$ cat config.mk
export PLATFORM = sky130hd
export DESIGN_NAME = arith_unit_reg
export DESIGN_NICKNAME = d
export VERILOG_FILES = /design/src/rtl/arith_unit_reg.sv
export SDC_FILE = /design/constraint.sdc
export NUM_CORES = 1
export LEC_CHECK = 0
export CAP_MARGIN = 20
export CORE_MARGIN = 3
export CORE_UTILIZATION = 39
export DETAILED_ROUTE_END_ITERATION = 12
export PLACE_DENSITY = 0.75
export SLEW_MARGIN = 10
export SYNTH_ARGS = -nofsm -noshare
export SYNTH_HDL_FRONTEND = slang
export SYNTH_SLANG_ARGS = --single-unit
$ cat constraint.sdc
create_clock -name CLK -period 5.5 [get_ports CLK]
set_clock_uncertainty 0.2 [all_clocks]
set_input_delay 1.1 -clock CLK [delete_from_list [all_inputs] [get_ports CLK]]
set_output_delay 1.1 -clock CLK [all_outputs]
set_load 0.005 [all_outputs]
$ cat src/rtl/arith_unit_reg.sv
// Registered ripple-carry arithmetic unit: ADD, SUB, INC, DEC on operand A.
// The result and carry-out are registered, giving one cycle of latency.
module arith_unit_reg #(
   parameter int unsigned WIDTH = 8
) (
   input  logic             CLK,
   input  logic             RST,
   input  logic [WIDTH-1:0] A,
   input  logic [WIDTH-1:0] B,
   input  logic [1:0]       CONTROL,
   output logic [WIDTH-1:0] R,
   output logic             C
);

   typedef enum logic [1:0] {
      OP_ADD = 2'b00,
      OP_SUB = 2'b01,
      OP_INC = 2'b10,
      OP_DEC = 2'b11
   } op_e;

   logic [WIDTH-1:0] y_c;
   logic             cin_c;
   logic [WIDTH:0]   carry_c;
   logic [WIDTH-1:0] sum_c;

   logic [WIDTH-1:0] r_d, r_q;
   logic             c_d, c_q;

   // Adder B-side operand selection/inversion and carry-in mux
   always_comb begin
      y_c   = B;
      cin_c = 1'b0;
      unique case (op_e'(CONTROL))
         OP_ADD: begin
            y_c   = B;
            cin_c = 1'b0;
         end
         OP_SUB: begin
            y_c   = ~B;
            cin_c = 1'b1;
         end
         OP_INC: begin
            y_c   = '0;
            cin_c = 1'b1;
         end
         OP_DEC: begin
            y_c   = '1;
            cin_c = 1'b0;
         end
         default: begin
            y_c   = B;
            cin_c = 1'b0;
         end
      endcase
   end

   // Ripple-carry chain of full adders, carry-out lands in carry_c[WIDTH]
   always_comb begin
      carry_c    = '0;
      sum_c      = '0;
      carry_c[0] = cin_c;
      for (int unsigned i = 0; i < WIDTH; i++) begin
         sum_c[i]     = A[i] ^ y_c[i] ^ carry_c[i];
         carry_c[i+1] = (A[i] & y_c[i]) | (carry_c[i] & (A[i] ^ y_c[i]));
      end
   end

   // Next-state values for the output register
   always_comb begin
      r_d = sum_c;
      c_d = carry_c[WIDTH];
   end

   // Output register; reset takes priority and discards the sampled operation
   always_ff @(posedge CLK) begin
      if (RST) begin
         r_q <= '0;
         c_q <= 1'b0;
      end else begin
         r_q <= r_d;
         c_q <= c_d;
      end
   end

   assign R = r_q;
   assign C = c_q;

endmodule

* Word-level counts from Yosys, hierarchy flattened
Cells that the tools add are included.
** Cells by class
- Bitwise logic cells :: 41
- Multiplexer cells :: 2
- Reduce and logical (&&, ||, !) cells :: 3
- Eq/ne operators :: 3
** Operator list (number)
- 8-bit case mux with 4 select lines :: 1
- 1-bit AND :: 16
- 1-bit bitwise XOR :: 16
- 8-bit NOT :: 1
- 1-bit OR :: 8
- 2-bit equality test (second input constant) :: 2
- 2-bit OR reduction :: 2
- 2-bit by 1-bit equality test with 1-bit output (second input constant) :: 1
- 2-bit logical NOT :: 1
- 1-bit case mux with 2 select lines :: 1
** Word-level totals
- Word-level logic and storage cells :: 51
- Bits in registers :: 9
- Bits of input ports :: 20

* Longest topological paths before layout
Gate-level depths: netlist of run 1.
- Depth in word-level cells :: 19
- Mapped depth :: 15
- Gate-level depth less buffers :: 15

* Worst setup path before layout of run 1
Ideal clock, no wire load.
- Path kind :: input port to flip-flop
- Start point :: input CONTROL[0]
- End point :: register r_q[7] (netlist: R[7])
- Library setup time :: 0.127 ns
- Cell stages on the path :: 15
- Slack :: 0.419 ns
- Arrival time :: 4.755 ns
- Cells stage by stage :: inv_1 -> ha_1 -> inv_2 -> a2bb2oi_1 -> fa_1 -> inv_1 -> fa_1 -> fa_1 -> fa_1 -> fa_1 -> fa_1 -> fa_1 -> inv_1 -> fa_1 -> nor2b_1
** On the way
- Longest elaborated chain between the ends :: 18
- Elaborated cells on any way between the ends :: 38
- Classes of those cells :: eq/ne: 3; mux: 2; bitwise: 30; reduce/logical: 3
** Ends and longest elaborated chain
- start: declaration :: RTL line 10 : input logic [1:0] CONTROL,
- 2-bit equality test, or another cell as far along :: RTL line 34 : unique case (op_e'(CONTROL))
- 8-bit case mux with 4 select lines / 2-bit OR reduction (equally long branches)
- 1-bit bitwise XOR / 1-bit case mux with 2 select lines (equally long branches) :: RTL line 65, 34
- 1-bit AND :: RTL line 65 : carry_c[i+1] = (A[i] & y_c[i]) | (carry_c[i] & (A[i] ^ y_c[i]));
- 1-bit OR :: RTL line 65
- 1-bit AND :: RTL line 65
- 1-bit OR :: RTL line 65
- 1-bit AND :: RTL line 65
- (+3 left out)
- 1-bit AND :: RTL line 65
- 1-bit OR :: RTL line 65
- 1-bit AND :: RTL line 65
- 1-bit OR :: RTL line 65
- 1-bit AND :: RTL line 65
- 1-bit OR :: RTL line 65
- 1-bit bitwise XOR (*) :: RTL line 64 : sum_c[i] = A[i] ^ y_c[i] ^ carry_c[i];
- net r_d[7] :: RTL line 27 : logic [WIDTH-1:0] r_d, r_q;
- end signal: assignment :: RTL line 81 : r_q <= r_d;
- end: declaration :: RTL line 27
The timed path passes the listed nets; every way through them passes the cells marked *.
A chain may end at the register's enable or synchronous reset.

* Worst setup path in the final report of run 1
Ends and elaborated chain as after synthesis.

==> impl_metrics.csv, run 1 <==
group,metric,value,unit
outcome,status,"finished clean",
flow_run,drv_cap,0,
grt,grtUsageTotal,14.7,%
layout,diodes,0,
detailed_routing,first_pass_iters,4,
detailed_routing,drt_iter0_drc,7,
floorplan,initial_core_util,44.9,%
grt,antenna_found_initial,0,
timing,tns,0,ns
logic_synthesis,yosysSeqAreaShare,28.7,%
logic_synthesis,ys_ff_latch,9,
timing,fmax,189,MHz
critical_path,start_kind,"input port",
grt,overflow,0,
clocking,cts.path.max_buffers,2,
clocking,clk_pin_slew,0.07,ns
detailed_routing,wirelength,1310,microns
layout,fin_nets,127,
floorplan,die-area,0.00213,sq mm
logic_synthesis,synth-edff-count,0,
clocking,root_buffer,"clkbuf_4",
floorplan,std_cell_rows,13,
floorplan,chipWidth,46.1,microns
layout,drive_gt1_share,17.9,%
worst_hold_path,hp-class,"in -> reg",
power_and_ir_drop,p_switching,58.6,uW
power_and_ir_drop,power.share.switching,27.4,%
detailed_routing,dr_total_vias,502,
logic_synthesis,synth_ff_type,"dfxtp_1",
logic_synthesis,synth_warnings,0,
timing,rsz0062_at_grt,"no",
power_and_ir_drop,power_frac_clock,24.4,%
detailed_routing,remaining_drc_errors,0,
critical_path,end_kind,"flip-flop",
logic_synthesis,ys_async_sr_fraction,0,%
floorplan,die_height,46.1,microns
power_and_ir_drop,power.density,217,mW/mm^2
detailed_routing,post_drt_via_cell_ratio,4.56,
timing,setup_violations,0,
worst_hold_path,min_to,"R[5]",
clocking,htreeDepth,1,
layout,synthToLayoutAreaGrowth,56.6,%
grt,grt_max_degree,10,
layout,final_cell_area,983,sq um
logic_synthesis,synth_nets,91,
timing,worst_pin_slew,0.353,ns
floorplan,ios,29,
logic_synthesis,synth_top_cell_by_area,"dfxtp_1",
grt,grt_pass1_wl,2160,microns
placement,dp.cells,106,
critical_path,crit_type,"in -> reg",
worst_hold_path,hp-start,"A[5]",
logic_synthesis,synth_top_area_share,28.7,%
layout,final_cells,110,
placement,gp_congestion,0.743,
timing,finalCritPeriodShare,96.2,%
floorplan,core_region_area,0.00140,sq mm
clocking,cts_tree,"yes",
timing,post-route-min-period,5.29,ns
logic_synthesis,synth.area.top_cells,"dfxtp_1 29%, fa_1 25%, o22ai_2 12%",
logic_synthesis,synth_most_common_cell,"inv_1",
logic_synthesis,ys_types,13,
logic_synthesis,avgSynthCellArea,10.5,sq um
grt,grt_pass1_vias,537,
power_and_ir_drop,p_leak,0.000430,uW
power_and_ir_drop,pwr-share-seq,36.7,%
critical_path,cp.required,5.45,ns
placement,post_dp_cell_area,950,sq um
power_and_ir_drop,ir_worst_vdd,129,uV
critical_path,cp_max_fo,2,
timing,hold_viol,0,
layout,final_util,70.3,%
placement,dp_hpwl,1100,microns
timing,maxSlewViolCount,0,
clocking,cts.sinks,9,
placement,io_buffers,28,
power_and_ir_drop,power,214,uW
logic_synthesis,ys_top_cells_by_count,"10 x inv_1, 9 x dfxtp_1, 9 x nor2b_1",
clocking,cts-buffers-inserted,3,
worst_hold_path,hold_depth,4,
timing,slew_headroom,76.4,%
power_and_ir_drop,p_int,155,uW
layout,fillers,111,
detailed_routing,detail_route.wl_per_cell,11.9,microns
logic_synthesis,syn-instance-count,60,
logic_synthesis,syn_area,628,sq um
power_and_ir_drop,p_comb_share,39.0,%
clocking,hold_buffers,0,
critical_path,crit_arrival,5.24,ns
detailed_routing,ant_nets,0,
cells by family (layout without fill, tap and decap cells):
family                     Yosys count  count (layout)  synth area share [%]
and+or+nand+nor                     19              19                  16.1
buffers and inverters               13              48                  8.96
adders and majority gates           11              11                  31.5
DFF                                  9               9                  28.7
AOI/OAI and AO/OA                    8               8                  14.7
routing by layer:
metal | vias to the layer above | track usage [%] | wire length [microns]
li1 | 255 | - | -
met1 | 225 | 17.5 | 584
met2 | 20 | 23.9 | 621
met3 | 2 | 1.17 | 80
met4 | 0 | 11.9 | 24
met5 | - | 0 | 0
worst max-delay path, stage by stage:
cell and delay (ns):
clkdlybuf4s50_1 0.47, buf_4 0.11, ha_1 0.15, nand2b_1 0.08
a2bb2oi_2 0.17, fa_1 0.19, inv_1 0.06, fa_1 0.38
fa_1 0.39, fa_1 0.39, fa_1 0.40, fa_1 0.39
fa_1 0.37, inv_1 0.07, fa_1 0.39, nor2b_1 0.13
power by group through the flow:
stage	clock network, uW	logic [uW]	registers [uW]
5_1_grt	58.2	93.5	79.3
2_1_floorplan	0	36.4	81.9
6_report	52.1	83.3	78.4
3_5_place_dp	0	83.1	80.1
3_3_place_gp	0	82.6	79.9
4_1_cts	54.8	84.0	78.5
sequential cells by signal, summed over array words and instances, names as in the netlist:
signal,flops
R,8
C,1
cell usage in the layout, fill, tap and decap left out:
cell,instances
a2bb2oi_1,1
a2bb2oi_2,1
buf_4,5
clkbuf_4,3
clkdlybuf4s50_1,28
clkinv_2,1
dfxtp_1,9
fa_1,8
ha_1,3
inv_1,10
inv_2,1
nand2b_1,2
nor2_1,7
nor2b_1,9
o22ai_2,6
or2_1,1
per-stage QoR:
stage                     worst slack (ns)  hold slack (ns)
after floorplan                      0.419             1.17
after global placement             -0.0631             1.60
after detailed placement            -0.139             1.60
after CTS                            0.145             1.34
after global routing                0.0283             1.38
final                                0.208             1.35
layout make-up:
class / count / area, sq um / share of cell area, %
Clock inverter: 1 / 5.00 / 0.509
Clock buffer: 3 / 22.5 / 2.29
Timing Repair Buffer: 33 / 318 / 32.3
Multi-Input combinational cell: 38 / 398 / 40.5
Sequential cell: 9 / 180 / 18.3
Inverter: 11 / 41.3 / 4.20
Tap cell: 15 / 18.8 / 1.91
worst max-delay path by stage:
stage | start | endpoint | slack (ns) | cells after the start
after floorplan | CONTROL[0] | R[7] | 0.42 | 15
after global placement | CONTROL[1] | R[7] | -0.06 | 16
after detailed placement | CONTROL[1] | R[7] | -0.14 | 16
after CTS | CONTROL[1] | R[7] | 0.15 | 16
after global routing | CONTROL[0] | R[7] | 0.03 | 16
final | CONTROL[0] | R[7] | 0.21 | 16
what timing repair did:
action                     4_1_cts  5_1_grt
hold endpoints to repair         0        0
gates resized for setup          0        1
setup endpoints to repair        0        1
buffers inserted                 0        0
(Power assumes the default switching activity.)
==> inputs of run 2 (changes only) <==
--- a/config.mk
+++ b/config.mk
@@ -5,8 +5,6 @@
 export SDC_FILE = /design/constraint.sdc
 export NUM_CORES = 1
 export LEC_CHECK = 0
-export CAP_MARGIN = 20
-export CORE_MARGIN = 3
 export CORE_UTILIZATION = 39
 export DETAILED_ROUTE_END_ITERATION = 12
 export PLACE_DENSITY = 0.75
==> run 2 against run 1 <==
Sequential share of layout area unchanged. Hold slack better by 0.017 ns. Die area down 17%. Non-clock buffer count unchanged. Global-route usage down 1.2 points. Critical path depth up 1. Via count up 0.20%. Sequential power about the same. Clock power down 6.5%. Setup slack better by 0.0071 ns. Critical path type unchanged. Largest cell class unchanged. Largest power group unchanged.
==> impl_metrics.csv, run 2 (synthesis gave the netlist of run 1 again) <==
group,metric,value,unit
outcome,status,"finished clean",
power_and_ir_drop,power.density,214,mW/mm^2
critical_path,start_kind,"input port",
layout,layout_common_cells,"28 x clkdlybuf4s50_1, 10 x inv_1, 9 x dfxtp_1, 9 x nor2b_1, 8 x fa_1",
detailed_routing,wirelength,1170,microns
clocking,hold_buffers,0,
power_and_ir_drop,p_leak,0.000427,uW
clocking,cts-buffers-inserted,3,
clocking,cts.path.max_buffers,2,
placement,dp.cells,107,
grt,grtUsageTotal,13.6,%
floorplan,die_height,42.1,microns
timing,slew_headroom,78.9,%
detailed_routing,post_drt_via_cell_ratio,4.53,
timing,rsz0062_at_grt,"no",
grt,antenna_found_initial,0,
timing,finalCritPeriodShare,96.1,%
placement,dp_hpwl,984,microns
layout,final_cell_area,983,sq um
flow_run,drv_cap,0,
critical_path,cp.required,5.43,ns
clocking,post_cts_buffers,0,
placement,io_buffers,28,
timing,hold_viol,0,
grt,grt_max_degree,10,
clocking,clk_pin_slew,0.06,ns
worst_hold_path,min_to,"R[6]",
floorplan,ios,29,
grt,grt_pass1_wl,1800,microns
grt,overflow,0,
critical_path,end_kind,"flip-flop",
placement,gp_congestion,0.721,
timing,worst_pin_slew,0.315,ns
floorplan,die-area,0.00177,sq mm
worst_hold_path,hp-start,"A[6]",
clocking,ctsResizeCount,0,
timing,post-route-min-period,5.29,ns
layout,fin_nets,127,
layout,final_common_cell,"clkdlybuf4s50_1",
layout,drive_gt1_share,16.8,%
power_and_ir_drop,ir_worst_vdd,110,uV
clocking,cts_tree,"yes",
clocking,root_buffer,"clkbuf_4",
layout,largest_reg_flops,8,
timing,maxSlewViolCount,0,
critical_path,crit_arrival,5.22,ns
worst_hold_path,hold_depth,4,
clocking,cts.sinks,9,
grt,grt_pass1_vias,437,
timing,fmax,189,MHz
floorplan,std_cell_rows,14,
detailed_routing,drt_iter0_drc,5,
critical_path,crit_type,"in -> reg",
layout,synthToLayoutAreaGrowth,56.6,%
critical_path,cp_max_fo,3,
detailed_routing,ant_nets,0,
placement,post_dp_cell_area,951,sq um
detailed_routing,remaining_drc_errors,0,
layout,diodes,0,
floorplan,initial_core_util,41.7,%
layout,final_cells,111,
worst_hold_path,hp-class,"in -> reg",
timing,setup_violations,0,
timing,finalHoldWorstSlack,1.37,ns
floorplan,core_region_area,0.00151,sq mm
floorplan,chipWidth,42.1,microns
clocking,htreeDepth,1,
detailed_routing,first_pass_iters,4,
detailed_routing,dr_total_vias,503,
detailed_routing,detail_route.wl_per_cell,10.5,microns
[run 2: report_power, final]
group          internal, uW  switching, uW
Sequential             76.2           2.26
Clock                  27.8           20.9
Combinational          52.2           30.6
Total                   156           53.8
[run 2: metal layers]
| layer | vias to the layer above | track usage (%) | routed length [microns] | part of all wire (%) |
|---|---|---|---|---|
| li1 | 254 | - | - | - |
| met1 | 230 | 16.5 | 515 | 44 |
| met2 | 19 | 23.1 | 586 | 50 |
| met3 | 0 | 1.72 | 63 | 5.4 |
| met4 | 0 | 7.50 | 0 | 0 |
| met5 | - | 0 | 0 | 0 |
[run 2: worst max-delay path, stage by stage]
cell and delay, ns:
clkdlybuf4s50_1 0.45, inv_1 0.07, ha_1 0.17, buf_4 0.11, nor2_1 0.05, a2bb2oi_2 0.14
fa_1 0.19, inv_1 0.05, fa_1 0.38, fa_1 0.39, fa_1 0.38, fa_1 0.39
fa_1 0.39, fa_1 0.36, inv_1 0.07, fa_1 0.39, nor2b_1 0.13
[run 2: layout make-up]
type / count / area (sq um)
fillers: 132 / 523
clock buffers: 4 / 26.3
well taps: 16 / 20.0
multi-input cells: 38 / 398
flip-flops and latches: 9 / 180
inverters: 11 / 41.3
repair buffers: 33 / 318
[run 2: worst max path at each step]
stage | start | to | slack (ns)
global placement | CONTROL[0] | R[7] | -0.07
detailed placement | CONTROL[0] | R[7] | -0.14
floorplan | CONTROL[0] | R[7] | 0.42
finish | CONTROL[0] | R[7] | 0.21
global route | CONTROL[0] | R[7] | 0.05
CTS | CONTROL[0] | R[7] | 0.14
[run 2: metrics by stage]
stage	utilization, %	setup slack, ns	setup TNS (ns)	total power, uW
2_1_floorplan	-	0.419	0	118
3_3_place_gp	63.1	-0.0656	-0.0656	162
3_5_place_dp	63.1	-0.137	-0.137	163
4_1_cts	64.9	0.135	0	212
5_1_grt	65.3	0.0490	0	223
6_report	65.3	0.215	0	210
==> inputs of run 3 (changes only) <==
--- a/config.mk
+++ b/config.mk
@@ -8,6 +8,7 @@
 export CORE_UTILIZATION = 39
 export DETAILED_ROUTE_END_ITERATION = 12
 export PLACE_DENSITY = 0.75
+export SKIP_LAST_GASP = 1
 export SLEW_MARGIN = 10
 export SYNTH_ARGS = -nofsm -noshare
 export SYNTH_HDL_FRONTEND = slang
==> constraint.sdc (replaced) <==
create_clock -name CLK -period 5.5 [get_ports CLK]
set_clock_uncertainty 0.2 [all_clocks]
set_input_delay 1.65 -clock CLK [delete_from_list [all_inputs] [get_ports CLK]]
set_output_delay 1.65 -clock CLK [all_outputs]
set_load 0.005 [all_outputs]
==> run 3 against run 2 <==
Flip-flop and latch count did not move. Non-clock buffer count fell by 1. Hold slack improved by 0.50 ns. Critical path type unchanged. Critical endpoint unchanged. Highest routed layer is now met4.
==> impl_metrics.csv, run 3 (synthesis gave the netlist of run 1 again) <==
group,metric,value,unit
outcome,status,"finished clean",
clocking,post_cts_buffers,0,
layout,final_cells,110,
floorplan,core_region_area,0.00151,sq mm
timing,finalCritPeriodShare,96.9,%
layout,diodes,0,
floorplan,ios,29,
clocking,clk_pin_slew,0.06,ns
timing,maxSlewViolCount,0,
power_and_ir_drop,pwr-share-seq,34.9,%
timing,finalHoldWorstSlack,1.87,ns
critical_path,end_kind,"flip-flop",
layout,largest_reg_flops,8,
layout,layout_common_cells,"25 x clkdlybuf4s50_1, 9 x dfxtp_1, 8 x nor2b_1",
grt,antenna_found_initial,0,
timing,post-route-min-period,5.33,ns
critical_path,start_kind,"input port",
grt,overflow,0,
detailed_routing,remaining_drc_errors,0,
worst_hold_path,hp-class,"in -> reg",
detailed_routing,dr_total_vias,518,
power_and_ir_drop,power.share.switching,28.0,%
power_and_ir_drop,ir_worst_vdd,110,uV
critical_path,cp_max_fo,2,
power_and_ir_drop,p_comb_share,42.0,%
detailed_routing,post_drt_via_cell_ratio,4.71,
layout,fin_nets,126,
timing,slew_headroom,73.4,%
layout,synthToLayoutAreaGrowth,66.5,%
clocking,root_buffer,"clkbuf_4",
power_and_ir_drop,power.density,216,mW/mm^2
placement,gp_congestion,0.735,
timing,setup_violations,0,
flow_run,drv_cap,0,
critical_path,crit_arrival,5.28,ns
clocking,cts-buffers-inserted,3,
clocking,cts.path.max_buffers,2,
placement,pre_cts_ws,-0.571,ns
timing,hold_viol,0,
floorplan,die-area,0.00177,sq mm
clocking,htreeDepth,1,
floorplan,chipWidth,42.1,microns
power_and_ir_drop,p_int,163,uW
clocking,hold_buffers,0,
detailed_routing,wirelength,1360,microns
placement,io_buffers,28,
timing,worst_pin_slew,0.398,ns
placement,dp.cells,106,
grt,grt_pass1_wl,2240,microns
grt,grt_pass1_vias,519,
timing,rsz0062_at_grt,"no",
detailed_routing,first_pass_iters,2,
layout,final_common_cell,"clkdlybuf4s50_1",
critical_path,endpoint,"R[7]",
floorplan,std_cell_rows,14,
timing,tns,0,ns
placement,dp_hpwl,1080,microns
power_and_ir_drop,p_leak,0.000430,uW
critical_path,worstSetupStartpoint,"B[0]",
layout,drive_gt1_share,35.1,%
detailed_routing,drt_iter0_drc,2,
grt,grt_max_degree,10,
floorplan,initial_core_util,41.7,%
power_and_ir_drop,power,226,uW
detailed_routing,ant_nets,0,
clocking,cts.sinks,9,
critical_path,cp.required,5.44,ns
detailed_routing,detail_route.wl_per_cell,12.4,microns
power_and_ir_drop,power_frac_clock,23.1,%
floorplan,die_height,42.1,microns
clocking,cts_tree,"yes",
timing,fmax,188,MHz
power_and_ir_drop,p_switching,63.2,uW
critical_path,crit_type,"in -> reg",
timing,setup_ws,0.168,ns
grt,grtUsageTotal,17.0,%
==> run 3: routing by layer <==
layer | GRT usage (%) | vias to the layer above | wire (microns)
met3 | 2.16 | 4 | 63
met5 | 0 | - | 0
met2 | 29.1 | 21 | 700
met4 | 9.38 | 0 | 21
li1 | - | 253 | -
met1 | 20.7 | 240 | 574
==> run 3: critical path, cell delays in order <==
cell and delay [ns]:
dlygate4sd2_1 0.27, nand2b_4 0.16, a2bb2oi_4 0.14, fa_2 0.21
inv_2 0.04, fa_2 0.38, fa_2 0.36, fa_2 0.39
fa_2 0.34, fa_2 0.35, fa_2 0.39, inv_2 0.06
fa_1 0.38, nor2b_4 0.13
==> run 3: layout make-up <==
type / instances / area, sq um
Sequential cell: 9 / 180
Multi-Input combinational cell: 38 / 474
Timing Repair Buffer: 32 / 302
Fill cell: 117 / 460
Clock buffer: 4 / 26.3
Tap cell: 16 / 20.0
Inverter: 11 / 43.8
==> run 3: repair_timing <==
item                                    4_1_cts  5_1_grt
endpoints found under the setup margin        1        1
pin swaps                                    10        5
gates cloned                                  0        0
resized for setup                            29        1
==> run 3: through the flow <==
step / util, % / cell area (sq um)
after floorplan: - / 639
after global placement: 63.4 / 955
after detailed placement: 63.4 / 955
after CTS: 68.7 / 1030
after global routing: 69.4 / 1050
final: 69.4 / 1050
==> run 3: how the worst min path moves through the flow <==
stage | from | to | cells past startpoint
6_report | CONTROL[0] | R[0] | 5
5_1_grt | CONTROL[0] | R[0] | 5
4_1_cts | CONTROL[0] | R[0] | 5
3_5_place_dp | R[3] | R[3] | 1
3_3_place_gp | R[3] | R[3] | 1
2_1_floorplan | A[0] | R[0] | 2
==> run 3: power by group through the flow <==
stage	registers [uW]	clock network (uW)	logic (uW)
6_report	78.9	52.2	94.9
5_1_grt	79.8	56.8	105
4_1_cts	79.1	53.2	95.4
3_5_place_dp	80.7	0	84.4
3_3_place_gp	79.8	0	82.8
2_1_floorplan	81.9	0	37.6
